### src/rtl/mem_arbiter_if.sv
// Bundle of the fetch, load/store and external memory handshakes around mem_arbiter.
// The slave modport is the arbiter's view; master is the surrounding environment.
interface mem_arbiter_if #(
    parameter int unsigned XLEN = 32
);
    logic                if_req;
    logic [XLEN-1:0]     if_adr;
    logic                if_flush;
    logic                if_gnt;
    logic                if_rvalid;
    logic [XLEN-1:0]     if_rdata;

    logic                ls_req;
    logic                ls_we;
    logic [XLEN/8-1:0]   ls_be;
    logic [XLEN-1:0]     ls_adr;
    logic [XLEN-1:0]     ls_wdata;
    logic                ls_gnt;
    logic                ls_rvalid;
    logic [XLEN-1:0]     ls_rdata;

    logic                mem_req;
    logic                mem_we;
    logic [XLEN/8-1:0]   mem_be;
    logic [XLEN-1:0]     mem_adr;
    logic [XLEN-1:0]     mem_wdata;
    logic                mem_gnt;
    logic                mem_rvalid;
    logic [XLEN-1:0]     mem_rdata;

    modport slave (
        input  if_req, if_adr, if_flush,
        output if_gnt, if_rvalid, if_rdata,
        input  ls_req, ls_we, ls_be, ls_adr, ls_wdata,
        output ls_gnt, ls_rvalid, ls_rdata,
        output mem_req, mem_we, mem_be, mem_adr, mem_wdata,
        input  mem_gnt, mem_rvalid, mem_rdata
    );

    modport master (
        output if_req, if_adr, if_flush,
        input  if_gnt, if_rvalid, if_rdata,
        output ls_req, ls_we, ls_be, ls_adr, ls_wdata,
        input  ls_gnt, ls_rvalid, ls_rdata,
        input  mem_req, mem_we, mem_be, mem_adr, mem_wdata,
        output mem_gnt, mem_rvalid, mem_rdata
    );
endinterface

### src/rtl/mem_arbiter.sv
// Two-requester memory port arbiter (fetch vs load/store) with one outstanding transaction,
// LS priority bounded by a starvation streak counter, and fetch-flush response dropping.
module mem_arbiter #(
    parameter int unsigned XLEN       = 32,
    parameter int unsigned MAX_STREAK = 4
) (
    input logic           clk_i,
    input logic           rst_ni,
    mem_arbiter_if.slave  bus
);
    localparam int unsigned BeW     = XLEN / 8;
    localparam int unsigned StreakW = $clog2(MAX_STREAK + 1);

    typedef enum logic [1:0] {StIdle, StIssue, StWait} state_e;

    state_e               state_q, state_d;
    logic [StreakW-1:0]   streak_q, streak_d;
    logic                 drop_q, drop_d;
    logic                 owner_ls_q, owner_ls_d;
    logic                 we_q, we_d;
    logic [BeW-1:0]       be_q, be_d;
    logic [XLEN-1:0]      adr_q, adr_d;
    logic [XLEN-1:0]      wdata_q, wdata_d;

    logic resp, arb, if_elig, if_win, ls_win;

    always_comb begin
        state_d    = state_q;
        streak_d   = streak_q;
        drop_d     = drop_q;
        owner_ls_d = owner_ls_q;
        we_d       = we_q;
        be_d       = be_q;
        adr_d      = adr_q;
        wdata_d    = wdata_q;

        bus.if_gnt    = 1'b0;
        bus.if_rvalid = 1'b0;
        bus.if_rdata  = '0;
        bus.ls_gnt    = 1'b0;
        bus.ls_rvalid = 1'b0;
        bus.ls_rdata  = '0;
        bus.mem_req   = (state_q == StIssue);
        bus.mem_we    = we_q;
        bus.mem_be    = be_q;
        bus.mem_adr   = adr_q;
        bus.mem_wdata = wdata_q;

        // No grants or forwarded responses while reset is asserted; nothing would be captured.
        resp    = rst_ni && (state_q == StWait) && bus.mem_rvalid;
        arb     = rst_ni && ((state_q == StIdle) || resp);
        if_elig = bus.if_req && !bus.if_flush;
        if_win  = arb && if_elig && (!bus.ls_req || (streak_q == StreakW'(MAX_STREAK)));
        ls_win  = arb && bus.ls_req && !if_win;

        bus.if_gnt = if_win;
        bus.ls_gnt = ls_win;

        if (resp) begin
            if (owner_ls_q) begin
                bus.ls_rvalid = 1'b1;
                bus.ls_rdata  = bus.mem_rdata;
            end else if (!drop_q && !bus.if_flush) begin
                bus.if_rvalid = 1'b1;
                bus.if_rdata  = bus.mem_rdata;
            end
        end

        if (resp) begin
            drop_d = 1'b0;
        end else if ((state_q != StIdle) && !owner_ls_q && bus.if_flush) begin
            drop_d = 1'b1;
        end

        if (if_win) begin
            owner_ls_d = 1'b0;
            we_d       = 1'b0;
            be_d       = '1;
            adr_d      = bus.if_adr;
            wdata_d    = '0;
            streak_d   = '0;
        end else if (ls_win) begin
            owner_ls_d = 1'b1;
            we_d       = bus.ls_we;
            be_d       = bus.ls_be;
            adr_d      = bus.ls_adr;
            wdata_d    = bus.ls_wdata;
            if (if_elig && (streak_q != StreakW'(MAX_STREAK))) begin
                streak_d = streak_q + StreakW'(1);
            end
        end

        unique case (state_q)
            StIdle:  if (if_win || ls_win) state_d = StIssue;
            StIssue: if (bus.mem_gnt) state_d = StWait;
            StWait:  if (bus.mem_rvalid) state_d = (if_win || ls_win) ? StIssue : StIdle;
            default: state_d = StIdle;
        endcase
    end

    always_ff @(posedge clk_i) begin
        if (!rst_ni) begin
            state_q    <= StIdle;
            streak_q   <= '0;
            drop_q     <= 1'b0;
            owner_ls_q <= 1'b0;
            we_q       <= 1'b0;
            be_q       <= '0;
            adr_q      <= '0;
            wdata_q    <= '0;
        end else begin
            state_q    <= state_d;
            streak_q   <= streak_d;
            drop_q     <= drop_d;
            owner_ls_q <= owner_ls_d;
            we_q       <= we_d;
            be_q       <= be_d;
            adr_q      <= adr_d;
            wdata_q    <= wdata_d;
        end
    end
endmodule

### src/flat_wrapper.sv
// flat-port wrapper written by rule: the top's interface ports become plain ports
module mem_arbiter_flat 
#(
    parameter int unsigned XLEN       = 32,
    parameter int unsigned MAX_STREAK = 4
)
  (clk_i, rst_ni, bus_if_req, bus_if_adr, bus_if_flush, bus_if_gnt, bus_if_rvalid, bus_if_rdata, bus_ls_req, bus_ls_we, bus_ls_be, bus_ls_adr, bus_ls_wdata, bus_ls_gnt, bus_ls_rvalid, bus_ls_rdata, bus_mem_req, bus_mem_we, bus_mem_be, bus_mem_adr, bus_mem_wdata, bus_mem_gnt, bus_mem_rvalid, bus_mem_rdata);
  mem_arbiter_if #(.XLEN(XLEN)) bus_i ();
  input logic clk_i;
  input logic rst_ni;
  input wire logic [$bits(bus_i.if_req)-1:0] bus_if_req;
  input wire logic [$bits(bus_i.if_adr)-1:0] bus_if_adr;
  input wire logic [$bits(bus_i.if_flush)-1:0] bus_if_flush;
  output wire logic [$bits(bus_i.if_gnt)-1:0] bus_if_gnt;
  output wire logic [$bits(bus_i.if_rvalid)-1:0] bus_if_rvalid;
  output wire logic [$bits(bus_i.if_rdata)-1:0] bus_if_rdata;
  input wire logic [$bits(bus_i.ls_req)-1:0] bus_ls_req;
  input wire logic [$bits(bus_i.ls_we)-1:0] bus_ls_we;
  input wire logic [$bits(bus_i.ls_be)-1:0] bus_ls_be;
  input wire logic [$bits(bus_i.ls_adr)-1:0] bus_ls_adr;
  input wire logic [$bits(bus_i.ls_wdata)-1:0] bus_ls_wdata;
  output wire logic [$bits(bus_i.ls_gnt)-1:0] bus_ls_gnt;
  output wire logic [$bits(bus_i.ls_rvalid)-1:0] bus_ls_rvalid;
  output wire logic [$bits(bus_i.ls_rdata)-1:0] bus_ls_rdata;
  output wire logic [$bits(bus_i.mem_req)-1:0] bus_mem_req;
  output wire logic [$bits(bus_i.mem_we)-1:0] bus_mem_we;
  output wire logic [$bits(bus_i.mem_be)-1:0] bus_mem_be;
  output wire logic [$bits(bus_i.mem_adr)-1:0] bus_mem_adr;
  output wire logic [$bits(bus_i.mem_wdata)-1:0] bus_mem_wdata;
  input wire logic [$bits(bus_i.mem_gnt)-1:0] bus_mem_gnt;
  input wire logic [$bits(bus_i.mem_rvalid)-1:0] bus_mem_rvalid;
  input wire logic [$bits(bus_i.mem_rdata)-1:0] bus_mem_rdata;
  assign bus_i.if_req = bus_if_req;
  assign bus_i.if_adr = bus_if_adr;
  assign bus_i.if_flush = bus_if_flush;
  assign bus_if_gnt = bus_i.if_gnt;
  assign bus_if_rvalid = bus_i.if_rvalid;
  assign bus_if_rdata = bus_i.if_rdata;
  assign bus_i.ls_req = bus_ls_req;
  assign bus_i.ls_we = bus_ls_we;
  assign bus_i.ls_be = bus_ls_be;
  assign bus_i.ls_adr = bus_ls_adr;
  assign bus_i.ls_wdata = bus_ls_wdata;
  assign bus_ls_gnt = bus_i.ls_gnt;
  assign bus_ls_rvalid = bus_i.ls_rvalid;
  assign bus_ls_rdata = bus_i.ls_rdata;
  assign bus_mem_req = bus_i.mem_req;
  assign bus_mem_we = bus_i.mem_we;
  assign bus_mem_be = bus_i.mem_be;
  assign bus_mem_adr = bus_i.mem_adr;
  assign bus_mem_wdata = bus_i.mem_wdata;
  assign bus_i.mem_gnt = bus_mem_gnt;
  assign bus_i.mem_rvalid = bus_mem_rvalid;
  assign bus_i.mem_rdata = bus_mem_rdata;
  mem_arbiter #(.XLEN(XLEN), .MAX_STREAK(MAX_STREAK)) u_core (.clk_i(clk_i), .rst_ni(rst_ni), .bus(bus_i));
endmodule
### config.mk
export PLATFORM = sky130hd
export DESIGN_NAME = mem_arbiter_flat
export DESIGN_NICKNAME = d
export VERILOG_FILES = /design/src/rtl/mem_arbiter_if.sv /design/src/rtl/mem_arbiter.sv /design/src/flat_wrapper.sv
export SDC_FILE = /design/constraint.sdc
export NUM_CORES = 1
export LEC_CHECK = 0
export CAP_MARGIN = 40
export CORE_ASPECT_RATIO = 1.25
export CORE_MARGIN = 4
export CORE_UTILIZATION = 25
export DETAILED_ROUTE_END_ITERATION = 16
export HOLD_SLACK_MARGIN = 0.03
export SETUP_SLACK_MARGIN = 0.02
export SYNTH_ARGS = -nofsm -noshare
export SYNTH_HDL_FRONTEND = slang
export SYNTH_SLANG_ARGS = --single-unit
### constraint.sdc
create_clock -name clk_i -period 2.81 [get_ports clk_i]
set_input_delay 0.562 -clock clk_i [delete_from_list [all_inputs] [get_ports clk_i]]
set_output_delay 0.562 -clock clk_i [all_outputs]
set_load 0.02 [all_outputs]
==> impl_metrics.csv, run 1 <==
group,metric,value,unit
clock_network,numCtsBuffers,9,
place,dpl.hpwl,10700,um
route,initialDrtViolationCount,139,
timing,slew_viol_final,0,
worst_setup_path,critPathArrivalTime,2.17,ns
yosys,ys.flop_type,"dfxtp_1",
clock_network,cts_max_level,3,
route,vias_per_cell,4.46,
pwr,intPower,0.00232,W
floorplanning,coreArea,15100,um2
clock_network,cts_root_buffer,"clkbuf_16",
cells_and_area,drive_above_1_share,17.7,%
route,first_pass_iters,4,
timing,fin_worst_skew,0.00822,ns
global_routing,grt_overflow_total,0,
yosys,async_reset_ff_share,0,%
yosys,synth_area,3890,um2
worst_setup_path,slowest_delay,0.42,ns
clock_network,clock_latency,0.34,ns
pwr,p_per_area,446,nW/um2
yosys,synthCells,356,
worst_setup_path,slowest_stage,"clkdlybuf4s50_1",
pwr,combinationalPowerShare,24.3,%
timing,fin_crit_sh,97.1,%
pwr,seq_power_share,38.1,%
worst_setup_path,crit_path_start_kind,"primary input",
yosys,yosys_warnings,0,
worst_setup_path,path_max_fanout,33,
yosys,synth_nets,498,
pwr,swShare,27.3,%
clock_network,cts_hold_buffers,0,
floorplanning,start_util,25.7,%
cells_and_area,fillers,1471,
yosys,synth_top_family_by_area,"compound AO/OA/AOI/OAI gates",
floorplanning,die_h,147,um
global_routing,antenna_found_initial,0,
timing,finalSetupViolCount,0,
timing,rsz0062_at_grt,"false",
global_routing,grt_pass1_vias,4013,
floorplanning,dieArea,17600,um2
pwr,cellLeakagePower,2.92,nW
clock_network,clk_pin_slew_worst_paths,0.06,ns
clock_network,numClockSinks,76,
worst_setup_path,cp-end-kind,"output pin",
place,dp_slack,-0.222,ns
route,wl_per_cell,16.7,um
pwr,p_switching,0.000870,W
worst_setup_path,critical_path_class,"in2out",
cells_and_area,area_delta_synth_final,83.7,%
yosys,synthSimpleGateAreaFrac,20.7,%
cells_and_area,final_nets,770,
floorplanning,io_pins,278,
timing,setup_tns,0,ns
timing,timing.final.crit_period,2.73,ns
yosys,syn_avg_cell_area,10.9,um2
timing,fmax,366,MHz
route,wl,14000,um
timing,final-hold-violation-count,0,
yosys,synth_fa_ha_area_share,0.643,%
timing,worstMarginPinSlew,0.639,ns
run_status,status,"completed",
clock_network,post_cts_buffers,0,
route,ant_nets,0,
clock_network,cts_tree,"built",
global_routing,grt_pass1_wl,21900,um
yosys,ys_seq_area_share,39.1,%
yosys,synth_edf_count,0,
run,drv_cap,0,
pwr,irDropWorstVdd,0.000246,V
pwr,clock_power_share,37.5,%
place,io_buffers,277,
route,dr_total_vias,3753,
yosys,synthDistinctLibCells,41,
floorplanning,die_x,120,um
place,gp_congestion,0.813,
yosys,synth_compound_area_share,31.8,%
floorplanning,rows,50,
yosys,synthMuxAreaShare,0,%
clock_network,clock_tree.buffer_depth,2,
yosys,synth_xor_area_share,0.225,%
cells_and_area,antenna_cells,0,
worst_setup_path,path_cells,"clkdlybuf4s50_1 > or3_1 > nor3_2 > buf_12 > and2_1 > dlygate4sd2_1",
yosys,ys_ff_latch,76,
worst_hold_path,hold_path.class,"reg2reg",
worst_setup_path,critPathRequiredTime,2.25,ns
global_routing,grt_max_degree,44,
timing,setup_ws,0.0802,ns
global_routing,globalRouteTotalUtil,15.6,%
route,drc,0,
timing,slew_headroom,57.4,%
final cells by class:
type                            count  area [um2]  area share [%]
Timing Repair Buffer              295        2940            41.1
Sequential cell                    76        1520            21.3
Tap cell                          208         260            3.64
Inverter                            6        22.5           0.315
Multi-Input combinational cell    240        2100            29.4
Clock inverter                      6        70.1           0.980
Clock buffer                       10         239            3.34
cell usage after synthesis, types with 2 or more instances:
library cell / number / area share (%)
ha_1: 2 / 0.64
nand3_1: 4 / 0.51
buf_2: 6 / 0.77
inv_2: 2 / 0.19
inv_1: 4 / 0.39
a21oi_1: 3 / 0.39
clkbuf_1: 11 / 1.1
and2_1: 64 / 10
nor3_1: 2 / 0.26
buf_4: 6 / 1.2
o221a_4: 30 / 15
o221a_2: 2 / 0.58
nand2b_1: 3 / 0.48
nor2b_1: 4 / 0.64
o221ai_1: 3 / 0.68
o221ai_2: 29 / 11
buf_6: 7 / 2.0
buf_12: 3 / 1.5
o221a_1: 4 / 1.2
nand2_1: 4 / 0.39
dfxtp_1: 76 / 39
nor2_1: 68 / 6.6
path summary, 6_finish.rpt:
kind	start	to	slack, ns	depth (start not counted)
max	bus_if_flush	bus_if_rdata[15]	0.08	6
min	u_core.drop_q$_SDFFE_PP0P_	u_core.drop_q$_SDFFE_PP0P_	0.45	2
max reg2reg	u_core.streak_q[0]$_SDFFE_PP0P_	u_core.bus.mem_we$_SDFFE_PP0P_	0.77	8
min reg2reg	u_core.drop_q$_SDFFE_PP0P_	u_core.drop_q$_SDFFE_PP0P_	0.45	2
state kept, by name, indices dropped and copies added, names as in the netlist:
name / cells
u_core.bus.mem_be: 4
u_core.streak_q: 3
u_core.owner_ls_q: 1
u_core.bus.mem_wdata: 32
u_core.bus.mem_we: 1
u_core.drop_q: 1
u_core.bus.mem_adr: 32
u_core.state_q: 2
repair_timing:
action,4_1_cts,5_1_grt
gates resized for setup,66,36
hold endpoints to repair,0,0
endpoints found under the setup margin,66,31
through the flow:
stage	hold WS [ns]	cells	cell area (um2)	utilization [%]	power, W
2_1_floorplan	0.421	356	3890	-	0.00159
3_3_place_gp	0.434	825	6910	45.6	0.00201
5_1_grt	0.480	841	7150	47.2	0.00334
6_report	0.452	841	7150	47.2	0.00319
4_1_cts	0.461	841	7130	47.1	0.00325
3_5_place_dp	0.450	825	6910	45.6	0.00202
power groups by stage:
stage	Clock, W	Combinational (W)	Sequential (W)
finish	0.00120	0.000776	0.00122
global route	0.00129	0.000824	0.00123
global placement	0	0.000778	0.00124
floorplan	0	0.000263	0.00133
CTS	0.00125	0.000787	0.00122
detailed placement	0	0.000784	0.00124
cell families (layout without fill, tap and decap cells):
family          after synthesis  count (layout)
simple gates                155             155
buf+inv                      40             317
compound gates               82              82
xor+xnor                      1               1
flops                        76              76
fa+ha+maj                     2               2
critical path: cells and delay by family:
| kind | cells | cell delay, ns |
|---|---|---|
| buffers and inverters | 3 | 0.95 |
| AND/OR/NAND/NOR | 3 | 0.65 |
layer usage:
layer	GRT usage, %	vias up	wire (um)	share of wire, %
met3	5.70	21	1190	8.5
li1	-	1836	-	-
met1	16.9	1729	5370	38
met2	27.4	167	7130	51
met4	6.42	0	333	2.4
met5	0	-	0	0
placed cells by master, fill, tap and decap left out, types with 4 or more instances in the layout:
| master | instances |
|---|---|
| clkdlybuf4s50_1 | 208 |
| dfxtp_1 | 76 |
| nor2_1 | 68 |
| and2_1 | 64 |
| dlygate4sd2_1 | 37 |
| o221a_4 | 30 |
| o221ai_2 | 29 |
| clkdlybuf4s15_1 | 24 |
| buf_4 | 10 |
| clkbuf_16 | 9 |
| buf_12 | 8 |
| clkbuf_2 | 5 |
| nor2b_1 | 4 |
| inv_1 | 4 |
| nand2_1 | 4 |
| o221a_1 | 4 |
(Power assumes the default switching activity.)
==> run 2, diff against run 1 <==
--- a/config.mk
+++ b/config.mk
@@ -11,6 +11,7 @@
 export CORE_UTILIZATION = 25
 export DETAILED_ROUTE_END_ITERATION = 16
 export HOLD_SLACK_MARGIN = 0.03
+export REMOVE_ABC_BUFFERS = 1
 export SETUP_SLACK_MARGIN = 0.02
 export SYNTH_ARGS = -nofsm -noshare
 export SYNTH_HDL_FRONTEND = slang
==> run 2 against run 1 <==
  * Wire length is 2.1% higher
  * Largest power group is now clock
  * Register-to-register slack better by 0.05 ns
  * Sequential share of layout area hardly changed
  * Final cell count is 0.24% lower
  * Die area stayed put
  * Critical endpoint is now bus_ls_rvalid
  * Combinational power is 0.6% lower
  * Setup slack better by 0.0042 ns
  * Non-clock buffer count is 2 lower
  * Worst hold slack worse by 0.0077 ns
  * Critical path depth is 1 lower
==> impl_metrics.csv, run 2 (synthesized netlist as in run 1, its figures left out) <==
group,metric,value,unit
timing,slew_viol_final,0,
run,drv_cap,0,
pwr,p_per_area,478,nW/um2
floorplanning,io_pins,278,
global_routing,grt_pass1_vias,4005,
cells_and_area,final_nets,768,
worst_setup_path,path_cells,"clkdlybuf4s50_1 > nand2_1 > nor3_2 > buf_12 > clkdlybuf4s50_1",
run_status,status,"completed",
floorplanning,start_util,25.7,%
worst_setup_path,critPathRequiredTime,2.25,ns
worst_setup_path,critical-path-top-delay-family,"buffers and inverters",
cells_and_area,antenna_cells,0,
global_routing,antenna_found_initial,0,
timing,timing.final.crit_period,2.73,ns
cells_and_area,fillers,1460,
place,io_buffers,277,
pwr,irDropWorstVdd,0.000339,V
timing,setup_ws,0.0844,ns
floorplanning,rows,50,
cells_and_area,final_common_cell,"clkdlybuf4s50_1",
pwr,intPower,0.00258,W
timing,rsz0062_at_grt,"true",
global_routing,grt_overflow_total,0,
clock_network,cts_max_level,3,
route,vias_per_cell,4.53,
clock_network,clock_tree.buffer_depth,2,
pwr,swShare,24.7,%
timing,fin_crit_sh,97.0,%
worst_hold_path,hold_path.class,"reg2reg",
place,dp_slack,-0.187,ns
route,ant_nets,0,
place,placed_area,6850,um2
clock_network,cts_hold_buffers,0,
place,gp_congestion,0.820,
clock_network,cts_root_buffer,"clkbuf_16",
cells_and_area,final_util,47.2,%
worst_setup_path,crit_path_start_kind,"primary input",
global_routing,grt_pass1_wl,21800,um
floorplanning,coreArea,15100,um2
route,dr_total_vias,3803,
place,dpl.hpwl,11000,um
pwr,combinationalPowerShare,22.5,%
worst_setup_path,critical_path_class,"in2out",
pwr,seq_power_share,35.6,%
pwr,cellLeakagePower,2.94,nW
worst_setup_path,cp-end-kind,"output pin",
worst_setup_path,path_max_fanout,33,
worst_setup_path,slowest_delay,0.61,ns
pwr,clock_power_share,41.9,%
route,first_pass_iters,4,
timing,slew_headroom,57.7,%
cells_and_area,most-common-layout-cells,"clkdlybuf4s50_1, dfxtp_1, nor2_1",
route,initialDrtViolationCount,65,
floorplanning,die_x,120,um
clock_network,cts_resized,66,
worst_setup_path,critPathArrivalTime,2.16,ns
timing,worstMarginPinSlew,0.634,ns
timing,fmax,367,MHz
timing,final-hold-violation-count,0,
route,wl_per_cell,17.1,um
global_routing,grt_max_degree,44,
floorplanning,die_h,147,um
cells_and_area,design_area,7150,um2
cells_and_area,area_delta_synth_final,83.8,%
clock_network,numClockSinks,76,
clock_network,numCtsBuffers,9,
pwr,power,0.00342,W
worst_setup_path,crit_buf_inv,3,
cells_and_area,drive_above_1_share,16.6,%
global_routing,globalRouteTotalUtil,15.6,%
route,drc,0,
clock_network,clk_pin_slew_worst_paths,0.06,ns
floorplanning,dieArea,17600,um2
clock_network,post_cts_buffers,0,
worst_setup_path,slowest_stage,"clkdlybuf4s50_1",
route,wl,14300,um
pwr,p_switching,0.000845,W
worst_setup_path,critPathMostFrequentCell,"clkdlybuf4s50_1",
timing,finalSetupViolCount,0,
timing,fin_worst_skew,0.00682,ns
clock_network,cts_tree,"built",
clock_network,clock_latency,0.33,ns
run 2: final timing paths:
kind / start / to / slack, ns / depth (start not counted)
max reg2reg: u_core.streak_q[0]$_SDFFE_PP0P_ / u_core.bus.mem_wdata[0]$_SDFFE_PP0P_ / 0.82 / 7
max: bus_mem_rvalid / bus_ls_rvalid / 0.08 / 5
min reg2reg: u_core.drop_q$_SDFFE_PP0P_ / u_core.drop_q$_SDFFE_PP0P_ / 0.44 / 2
min: u_core.drop_q$_SDFFE_PP0P_ / u_core.drop_q$_SDFFE_PP0P_ / 0.44 / 2
run 2: cell type report:
| cell class | instances | area, um2 | area share (%) |
|---|---|---|---|
| clock inverters | 4 | 120 | 1.68 |
| well taps | 208 | 260 | 3.64 |
| repair buffers | 293 | 2880 | 40.3 |
| flip-flops and latches | 76 | 1520 | 21.3 |
| multi-input cells | 240 | 2100 | 29.3 |
| clock buffers | 12 | 246 | 3.45 |
| inverters | 6 | 22.5 | 0.315 |
run 2: power groups by stage:
stage / Clock, W / Combinational, W / Sequential (W)
2_1_floorplan: 0 / 0.000211 / 0.00133
3_3_place_gp: 0 / 0.000772 / 0.00124
3_5_place_dp: 0 / 0.000779 / 0.00124
4_1_cts: 0.00148 / 0.000781 / 0.00122
5_1_grt: 0.00152 / 0.000817 / 0.00123
6_report: 0.00143 / 0.000771 / 0.00122
run 2: worst reg2reg max path, stage by stage, from the launching register on:
cell and delay, ns:
dfxtp_1 0.37, inv_1 0.06, ha_1 0.24, a21boi_2 0.22
o2111ai_4 0.17, inv_2 0.10, buf_4 0.47, o221a_2 0.31
run 2: through the flow:
step                hold WS, ns  std cells  setup TNS [ns]
floorplan                 0.419        322          -29.27
global route              0.481        839               0
global placement          0.441        823           -6.41
finish                    0.444        839               0
CTS                       0.444        839               0
detailed placement        0.435        823           -6.97
run 2: layer usage:
layer | track usage, % | routed length, um
met3 | 4.82 | 1180
met5 | 0 | 0
met4 | 7.51 | 495
met1 | 16.0 | 5240
met2 | 28.7 | 7390
==> run 3, diff against run 2 <==
==> constraint.sdc (replaced) <==
create_clock -name clk_i -period 3.2 [get_ports clk_i]
set_input_delay 0.64 -clock clk_i [delete_from_list [all_inputs] [get_ports clk_i]]
set_output_delay 0.64 -clock clk_i [all_outputs]
set_load 0.02 [all_outputs]
==> run 3 against run 2 <==
  * Setup slack improved by 0.063 ns
  * Critical path depth rose by 1
  * Clock power fell by 25%
  * Critical endpoint is now bus_ls_rdata[8]
  * Non-clock buffer count shrank 3
  * Critical path type unchanged
  * Count of clock-buffer cells in the layout shrank 2
==> impl_metrics.csv, run 3 (synthesized netlist as in run 1, its figures left out) <==
group,metric,value,unit
run_status,status,"completed",
route,drc,0,
timing,timing.final.crit_period,3.05,ns
cells_and_area,final_common_cell,"clkdlybuf4s50_1",
route,ant_nets,0,
route,initialDrtViolationCount,110,
worst_setup_path,slowest_delay,0.61,ns
worst_setup_path,slowest_stage,"clkdlybuf4s50_1",
cells_and_area,antenna_cells,0,
clock_network,cts_root_buffer,"clkbuf_16",
global_routing,globalRouteTotalUtil,15.8,%
global_routing,top_usage_layer,"met2",
clock_network,numCtsBuffers,9,
floorplanning,die_h,147,um
pwr,combinationalPowerShare,23.9,%
worst_hold_path,hold_path.class,"reg2reg",
clock_network,cts_max_level,3,
global_routing,grt_overflow_total,0,
floorplanning,start_util,25.7,%
timing,slew_viol_final,0,
worst_setup_path,critPathRequiredTime,2.56,ns
floorplanning,io_pins,278,
clock_network,numClockSinks,76,
timing,fin_worst_skew,0.00773,ns
global_routing,grt.met1_usage,15.9,%
clock_network,clk_pin_slew_worst_paths,0.06,ns
place,gp_congestion,0.813,
timing,fmax,328,MHz
cells_and_area,final_cells,835,
cells_and_area,area_delta_synth_final,85.0,%
route,first_pass_iters,6,
route,wl,14400,um
timing,whs,0.444,ns
floorplanning,dieArea,17600,um2
timing,final-hold-violation-count,0,
floorplanning,coreArea,15100,um2
timing,slew_headroom,60.4,%
worst_setup_path,path_max_fanout,33,
pwr,seq_power_share,38.0,%
worst_setup_path,critPathMostFrequentCell,"clkdlybuf4s50_1",
cells_and_area,fillers,1468,
cells_and_area,multi_input_area,2100,um2
global_routing,gr-usage-met2,30.0,%
cells_and_area,drive_above_1_share,15.9,%
clock_network,post_cts_buffers,0,
timing,fin_crit_sh,95.4,%
worst_setup_path,crit_path_start_kind,"primary input",
worst_setup_path,critical_path_class,"in2out",
pwr,swShare,26.4,%
clock_network,cts_hold_buffers,0,
floorplanning,die_x,120,um
floorplanning,rows,50,
cells_and_area,final_util,47.6,%
place,placedCellCount,820,
worst_setup_path,cp-end-kind,"output pin",
global_routing,grt_max_degree,38,
clock_network,clock_tree.buffer_depth,2,
global_routing,antenna_found_initial,0,
run,drv_cap,0,
place,io_buffers,277,
cells_and_area,most-common-layout-cells,"clkdlybuf4s50_1, dfxtp_1, nor2_1",
global_routing,grt_pass1_vias,4081,
pwr,intPower,0.00207,W
route,wl_per_cell,17.2,um
pwr,irDropWorstVdd,0.000285,V
pwr,clock_power_share,38.1,%
global_routing,gr-usage-met3,4.67,%
global_routing,grt_pass1_wl,22100,um
pwr,p_per_area,391,nW/um2
cells_and_area,final_nets,765,
worst_setup_path,path_cells,"clkdlybuf4s50_1 > nand2_1 > nor3_2 > buf_12 > and2_1 > clkdlybuf4s50_1",
clock_network,cts_tree,"built",
place,dpl.hpwl,11000,um
timing,rsz0062_at_grt,"false",
timing,worstMarginPinSlew,0.594,ns
cells_and_area,seq_area,1520,um2
pwr,p_switching,0.000742,W
pwr,cellLeakagePower,3.22,nW
clock_network,clock_latency,0.33,ns
worst_setup_path,critPathArrivalTime,2.41,ns
pwr,power,0.00281,W
route,dr_total_vias,3800,
route,vias_per_cell,4.55,
timing,finalSetupViolCount,0,
## run 3: layout make-up
class / count / area share (%)
Timing Repair Buffer: 290 / 41.5
Multi-Input combinational cell: 240 / 29.1
Inverter: 6 / 0.313
Tap cell: 208 / 3.61
Clock buffer: 10 / 3.18
Clock inverter: 5 / 1.08
Sequential cell: 76 / 21.1
## run 3: path summary, 6_finish.rpt
path / startpoint / endpoint / slack [ns] / depth (start not counted)
setup / recovery: bus_mem_rvalid / bus_ls_rdata[8] / 0.15 / 6
hold / removal: u_core.drop_q$_SDFFE_PP0P_ / u_core.drop_q$_SDFFE_PP0P_ / 0.44 / 2
setup reg to reg: u_core.streak_q[0]$_SDFFE_PP0P_ / u_core.bus.mem_wdata[1]$_SDFFE_PP0P_ / 1.07 / 8
hold reg to reg: u_core.drop_q$_SDFFE_PP0P_ / u_core.drop_q$_SDFFE_PP0P_ / 0.44 / 2
## run 3: repair_timing
item | CTS | global route
endpoints found under the hold margin | 0 | 0
gates resized for setup | 1 | 31
setup endpoints to repair | 1 | 31
## run 3: critical path, delay by kind of cell
family / cells / cell delay, ns
simple gates: 3 / 0.46
buf+inv: 3 / 1.29
## run 3: layer usage
| metal | routed length (um) | share of wire, % |
|---|---|---|
| met5 | 0 | 0 |
| met4 | 388 | 2.7 |
| met3 | 1080 | 7.5 |
| met2 | 7570 | 53 |
| met1 | 5360 | 37 |
## run 3: metrics by stage
stage	setup WS (ns)	TNS, ns	area, um2
floorplan	-0.387	-11.56	3620
global placement	0.0583	0	6820
detailed placement	0.0246	0	6820
CTS	0.0282	0	7120
global route	0.0513	0	7200
finish	0.147	0	7200
## run 3: power by group through the flow
stage | registers, W | clock network [W] | logic, W
after floorplan | 0.00117 | 0 | 0.000185
after global placement | 0.00109 | 0 | 0.000671
after detailed placement | 0.00109 | 0 | 0.000679
after CTS | 0.00107 | 0.00110 | 0.000682
after global routing | 0.00108 | 0.00114 | 0.000712
final | 0.00107 | 0.00107 | 0.000673
